**config.mk**
```make
export PLATFORM = sky130hd
export DESIGN_NAME = rx_job_assembler
export DESIGN_NICKNAME = d
export VERILOG_FILES = /design/src/rtl/rx_job_assembler.sv
export SDC_FILE = /design/constraint.sdc
export NUM_CORES = 1
export LEC_CHECK = 0
export CORE_MARGIN = 4
export CORE_UTILIZATION = 50
export DETAILED_ROUTE_END_ITERATION = 12
export GPL_TIMING_DRIVEN = 0
export PLACE_DENSITY = 0.76
export SLEW_MARGIN = 20
export SYNTH_ARGS = -nofsm -noshare
export SYNTH_HDL_FRONTEND = slang
export SYNTH_SLANG_ARGS = --single-unit
```
**constraint.sdc**
```tcl
create_clock -name clk -period 5.3 [get_ports clk]
set_clock_uncertainty 0.05 [all_clocks]
set_input_delay 1.06 -clock clk [delete_from_list [all_inputs] [get_ports clk]]
set_output_delay 1.06 -clock clk [all_outputs]
set_load 0.1 [all_outputs]
```
**src/rtl/rx_job_assembler.sv**
```systemverilog
// Assembles a SYNC_BYTE-led UART frame into NUM_WORDS 32-bit words plus an XOR checksum; optional RX_TIMEOUT_EN adds an inter-byte timeout.
// Latency: word_wr, job_ready and job_error are registered and appear one cycle after the data_ready strobe that causes them.
// Backpressure: none on the byte stream; a completed job is held until job_ack, and bytes arriving meanwhile are dropped.
module rx_job_assembler #(
    parameter logic [7:0] SYNC_BYTE      = 8'hA5,
    parameter int         NUM_WORDS      = 20,
    parameter int         TIMEOUT_CYCLES = 50000
) (
    input  logic        clk,
    input  logic        n_rst,
    input  logic        data_ready,
    input  logic [7:0]  rx_data,
    input  logic        framing_error,
    input  logic        job_ack,
    output logic [31:0] word_out,
    output logic [4:0]  word_addr,
    output logic        word_wr,
    output logic        job_ready,
    output logic        job_error,
    output logic        busy
);

    localparam logic [1:0] ST_IDLE    = 2'd0;
    localparam logic [1:0] ST_PAYLOAD = 2'd1;
    localparam logic [1:0] ST_CHECK   = 2'd2;
    localparam logic [1:0] ST_DONE    = 2'd3;

    localparam logic [4:0] LAST_IDX = 5'(NUM_WORDS - 1);

    logic [1:0]  state_q,     state_d;
    logic [23:0] shift_q,     shift_d;
    logic [1:0]  byte_cnt_q,  byte_cnt_d;
    logic [4:0]  word_idx_q,  word_idx_d;
    logic [7:0]  xor_q,       xor_d;
    logic [31:0] word_out_q,  word_out_d;
    logic [4:0]  word_addr_q, word_addr_d;
    logic        word_wr_q,   word_wr_d;
    logic        job_ready_q, job_ready_d;
    logic        job_error_q, job_error_d;
    logic        tmo_hit;
    logic        in_frame;

    assign in_frame = (state_q == ST_PAYLOAD) || (state_q == ST_CHECK);

`ifdef RX_TIMEOUT_EN
    localparam int TW = $clog2(TIMEOUT_CYCLES + 1);

    logic [TW-1:0] tmo_q;

    // Fires on the TIMEOUT_CYCLES-th consecutive idle cycle inside a frame.
    assign tmo_hit = in_frame && !data_ready && (tmo_q == TW'(TIMEOUT_CYCLES - 1));

    always_ff @(posedge clk or negedge n_rst) begin
        if (!n_rst) begin
            tmo_q <= '0;
        end else if (data_ready || !in_frame || tmo_hit) begin
            tmo_q <= '0;
        end else begin
            tmo_q <= tmo_q + TW'(1);
        end
    end
`else
    // Never true; keeps TIMEOUT_CYCLES referenced when the timeout is compiled out.
    assign tmo_hit = (TIMEOUT_CYCLES < 0);
`endif

    always_comb begin
        state_d     = state_q;
        shift_d     = shift_q;
        byte_cnt_d  = byte_cnt_q;
        word_idx_d  = word_idx_q;
        xor_d       = xor_q;
        word_out_d  = word_out_q;
        word_addr_d = word_addr_q;
        word_wr_d   = 1'b0;
        job_ready_d = job_ready_q;
        job_error_d = 1'b0;

        case (state_q)
            ST_IDLE: begin
                if (data_ready && !framing_error && (rx_data == SYNC_BYTE)) begin
                    state_d    = ST_PAYLOAD;
                    byte_cnt_d = 2'd0;
                    word_idx_d = 5'd0;
                    xor_d      = 8'd0;
                end
            end

            ST_PAYLOAD: begin
                if (data_ready) begin
                    if (framing_error) begin
                        job_error_d = 1'b1;
                        state_d     = ST_IDLE;
                    end else begin
                        shift_d    = {shift_q[15:0], rx_data};
                        xor_d      = xor_q ^ rx_data;
                        byte_cnt_d = byte_cnt_q + 2'd1;
                        if (byte_cnt_q == 2'd3) begin
                            word_wr_d   = 1'b1;
                            word_out_d  = {shift_q, rx_data};
                            word_addr_d = word_idx_q;
                            if (word_idx_q == LAST_IDX) begin
                                state_d = ST_CHECK;
                            end else begin
                                word_idx_d = word_idx_q + 5'd1;
                            end
                        end
                    end
                end else if (tmo_hit) begin
                    job_error_d = 1'b1;
                    state_d     = ST_IDLE;
                end
            end

            ST_CHECK: begin
                if (data_ready) begin
                    if (framing_error || (rx_data != xor_q)) begin
                        job_error_d = 1'b1;
                        state_d     = ST_IDLE;
                    end else begin
                        job_ready_d = 1'b1;
                        state_d     = ST_DONE;
                    end
                end else if (tmo_hit) begin
                    job_error_d = 1'b1;
                    state_d     = ST_IDLE;
                end
            end

            ST_DONE: begin
                // Bytes are dropped here, including one that coincides with the ack.
                if (job_ack) begin
                    job_ready_d = 1'b0;
                    state_d     = ST_IDLE;
                end
            end

            default: begin
                state_d     = ST_IDLE;
                job_ready_d = 1'b0;
            end
        endcase
    end

    always_ff @(posedge clk or negedge n_rst) begin
        if (!n_rst) begin
            state_q     <= ST_IDLE;
            shift_q     <= '0;
            byte_cnt_q  <= '0;
            word_idx_q  <= '0;
            xor_q       <= '0;
            word_out_q  <= '0;
            word_addr_q <= '0;
            word_wr_q   <= 1'b0;
            job_ready_q <= 1'b0;
            job_error_q <= 1'b0;
        end else begin
            state_q     <= state_d;
            shift_q     <= shift_d;
            byte_cnt_q  <= byte_cnt_d;
            word_idx_q  <= word_idx_d;
            xor_q       <= xor_d;
            word_out_q  <= word_out_d;
            word_addr_q <= word_addr_d;
            word_wr_q   <= word_wr_d;
            job_ready_q <= job_ready_d;
            job_error_q <= job_error_d;
        end
    end

    assign word_out  = word_out_q;
    assign word_addr = word_addr_q;
    assign word_wr   = word_wr_q;
    assign job_ready = job_ready_q;
    assign job_error = job_error_q;
    assign busy      = (state_q != ST_IDLE);

endmodule

```
Yosys cells after proc, flatten, opt, wreduce, memory -nomap -nowiden
Index checks and enable logic that the tools add are counted.
Widths: inputs -> output; s select.
{"block": "word_totals", "input_bits": 13, "output_inout_bits": 41, "register_bits": 81, "word_cells": 81}
{"block": "op_classes", "add_sub_neg": 2, "reduce_logical": 14, "n_mux": 36, "bitwise": 2, "n_eq_ne": 17}
{"cell": "$mux 5", "count": 5}
{"cell": "$mux 8", "count": 3}
{"cell": "$mux 2", "count": 11}
{"cell": "$pmux 8 s2", "count": 1}
{"cell": "$ne 2x2->1 const B", "count": 7}
{"cell": "$reduce_and 4->1", "count": 3}
{"cell": "$reduce_and 6->1", "count": 2}
{"cell": "$mux 1", "count": 11}
{"cell": "$pmux 5 s2", "count": 1}
{"cell": "$eq 8x8->1 const B", "count": 1}
{"cell": "$ne 8x8->1", "count": 1}
{"cell": "$pmux 2 s4", "count": 1}
{"cell": "$xor 8x8->8", "count": 1}
{"cell": "$eq 2x2->1 const B", "count": 3}
{"cell": "$ne 3x2->1 const B", "count": 2}
{"cell": "$reduce_bool 2->1", "count": 3}
{"cell": "$add 5x1->5 const B", "count": 1}
{"cell": "$eq 5x5->1 const B", "count": 1}
{"cell": "$pmux 1 s2", "count": 2}
{"cell": "$pmux 2 s2", "count": 1}
{"cell": "$reduce_and 3->1", "count": 1}
{"cell": "$add 2x1->2 const B", "count": 1}
{"cell": "$eq 2x1->1 const B", "count": 1}
{"cell": "$logic_and 1x1->1", "count": 2}
{"cell": "5 further kinds", "count": 5}

Depth between registers and ports, before layout
{"block": "depth", "depth_word": 6, "depth_mapped": 8, "ltp_nobuf": 6}

Worst setup path after synthesis
Ideal clock, no wire load.
{"block": "synth_timing", "path_kind": "reg2out", "from": "reg state_q[0]", "to": "out busy", "n_path_buf": 0, "required_time_ns": 4.190, "path_stages_with_launch": 4, "slack_ns": 2.923, "arrival_ns": 1.267, "path_cell_list": "dfrtp_1 -> inv_1 -> ha_1 -> inv_1"}
{"block": "synth_between", "elab_chain_cells": 1}
{"item": "from (decl)", "line_no": "30", "text": "logic [1:0] state_q, state_d;"}
{"item": "from (signal assigned)", "line_no": "158", "text": "state_q <= state_d;"}
{"item": "$reduce_bool 2->1", "line_no": "176", "text": "assign busy = (state_q != ST_IDLE);"}
{"item": "to (decl)", "line_no": "20", "text": "output logic busy"}
No other way between the ends.

Final worst setup path
Same ends and word-level chain as after synthesis.

==> results_dict.tcl <==
set metrics [dict create \
    ys_warn_count 0 \
    finalCritPeriodShare 0.653 \
    io_buffers 53 \
    place_area_um2 4190 \
    postCtsSetupBuffers 0 \
    syn_area_um2 3510 \
    clock_power_share 0.227 \
    crit_fanout 4 \
    diodes 0 \
    path_delay_family "buffers and inverters" \
    top_level_ports 54 \
    slew-limit-headroom 0.343 \
    cp_common_cell "inv_1" \
    synth.net_count 335 \
    netlist_instances 315 \
    synth_seq_area_share 0.577 \
    antenna_found_initial 0 \
    fill_cells 527 \
    wl_per_cell_um 15.1 \
    critPathBufInv 3 \
    clock_sinks 81 \
    worst_slew_pin_slew_ns 0.983 \
    ys_types 36 \
    hold_viol_final 0 \
    final_antenna_net_count 0 \
    cts_tree "built" \
    initial_core_util 0.517 \
    grt_max_degree 51 \
    netSwitchingPower_uw 1000 \
    combPwrFrac 0.393 \
    p_int_mw 1.29 \
    fin_crit_ns 3.46 \
    clk_path_buf_depth 2 \
    die_width_um 91.8 \
    fmax_mhz 289 \
    drt-total-wl_um 7250 \
    synthFlopType "dfrtp_1" \
    area_growth_pct 25.9 \
    leakage_nw 2.16 \
    switching_share 0.436 \
    postCtsHoldBufs 0 \
    drc 0 \
    slew_violations 0 \
    vias 2539 \
    worst_slack_ns 1.84 \
    grt_overflow 0 \
    clk_pin_slew_ns 0.08 \
    grt_pass1_vias 2498 \
    cts_root_buffer "clkbuf_8" \
    setup_tns_ns 0 \
    start_kind "register" \
    dr.pass1.iters 4 \
    status "finished clean" \
    grtUsageTotal 0.182 \
    rsz0062_at_grt "false" \
    layout-drive-gt1-share 0.166 \
    holdWs_ns 0.429 \
    coreArea_um2 6790 \
    synth-edff-count 0 \
    htree_levels 3 \
    grt_pass1_wl_um 12100 \
    cts_buffers 9 \
    power_density_nw_per_um2 518 \
    place.gp.congestion 0.850 \
    die_h_um 91.8 \
    worst_setup_path_end_kind "output pin" \
    stdcell_area_um2 4420 \
    via_per_inst 5.28 \
    ctsResizeCount 0 \
    yosys_register_bits 81 \
    setup_viol 0 \
    crit_chain "inv_1, ha_1, inv_1, clkdlybuf4s50_1" \
    required_ns 4.19 \
    layout_commonest_cell "dfrtp_1" \
    hold_path.class "register to register" \
    vdd_drop_max_uv 377 \
    clock_latency_ns 0.36 \
    cp_slowest_stage_delay_ns 1.16 \
    crit_arrival_ns 2.35 \
    post-place-ws_ns 2.13 \
    nNetsFinal 400 \
    rows 30 \
    crit_path_top_delay_cell "clkdlybuf4s50_1" \
    die_area_um2 8430 \
    syn_area_per_cell_um2 11.1 \
    seqPwrFrac 0.380 \
    async_reset_ff_frac 1.00 \
    dp_hpwl_um 5080 \
    drv_cap 0 \
    drtIter0Drc 142 \
    crit_type "register to output pin" \
    mostFrequentLayoutCells "dfrtp_1 (81), nand2_1 (77), clkdlybuf4s50_1 (52)" \
]
==> power by group through the flow <==
stage          clock network, mW  logic [mW]  registers (mW)
4_1_cts                    0.530       0.901           0.872
2_1_floorplan                  0       0.337            1.20
3_5_place_dp                   0       0.894           0.884
5_1_grt                    0.557       0.964           0.893
3_3_place_gp                   0       0.879           0.876
6_report                   0.520       0.901           0.870
==> cells by family after synthesis <==
logic type | count (synthesis) | synth area share
simple gates | 115 | 0.149
buf+inv | 23 | 0.0267
xor+xnor | 8 | 0.0200
mux | 39 | 0.125
fa+ha+maj | 7 | 0.0249
compound gates | 42 | 0.0777
flops | 81 | 0.577
==> path summary, 6_finish.rpt <==
check                                   startpoint                       end  slack, ns  cells past startpoint
hold reg to reg            shift_q[22]$_DFFE_PN0P_   shift_q[22]$_DFFE_PN0P_       0.43                      2
setup reg to reg            state_q[1]$_DFFE_PN0P_    shift_q[6]$_DFFE_PN0P_       3.00                      8
hold / removal             shift_q[22]$_DFFE_PN0P_   shift_q[22]$_DFFE_PN0P_       0.43                      2
max in group asynchronous                    n_rst  word_out[22]$_DFFE_PN0P_       4.04                      2
min in group asynchronous                    n_rst    state_q[1]$_DFFE_PN0P_       0.59                      1
setup / recovery            state_q[0]$_DFFE_PN0P_                      busy       1.84                      4
==> sequential cells by signal, summed over array words and instances, names as in the netlist <==
signal and flops:
word_out 32, shift_q 24, xor_q 8, word_addr 5, word_idx_q 5, byte_cnt_q 2
state_q 2, job_error 1, job_ready 1, word_wr 1
==> cell usage after synthesis (3+ instances only) <==
cell       n  area [um2]
clkbuf_1   8        30.0
nand3_1    3        15.0
nand2b_1   7        43.8
a31oi_1    4        25.0
ha_1       7        87.6
o21ai_0   14        70.1
o31ai_1   12        90.1
nand2_1   77         289
dfrtp_1   81        2030
nor3_1     3        15.0
buf_2      6        30.0
inv_1      9        33.8
xor2_1     8        70.1
nor4_1     3        18.8
mux2_2    38         428
nor2_1    10        37.5
==> cell type report <==
cell class / instances / area (um2) / share of cell area
plain buffers: 14 / 60.1 / 0.0136
well taps: 96 / 120 / 0.0272
multi-input cells: 211 / 1390 / 0.315
repair buffers: 54 / 556 / 0.126
clock buffers: 9 / 124 / 0.0280
clock inverters: 7 / 109 / 0.0246
inverters: 9 / 33.8 / 0.00764
flip-flops and latches: 81 / 2030 / 0.459
==> worst reg2reg max path: cells and delay by family, from the launching register on <==
kind          cells  cell delay [ns]
fa+ha+maj         1             0.15
simple gates      3             0.42
flops             1             0.41
buf+inv           4             1.21
==> stage by stage <==
stage	power, mW	utilization	cells
detailed placement	1.78	0.616	465
CTS	2.30	0.651	481
global placement	1.76	0.613	464
global route	2.41	0.651	481
finish	2.29	0.651	481
floorplan	1.54	-	315
==> per-layer routing <==
| metal | GRT usage | share of wire |
|---|---|---|
| met1 | 0.248 | 0.45 |
| met2 | 0.284 | 0.47 |
| met3 | 0.0427 | 0.066 |
| met4 | 0.0681 | 0.015 |
| met5 | 0 | 0 |
Note: power is estimated with default switching activity, not from simulation.
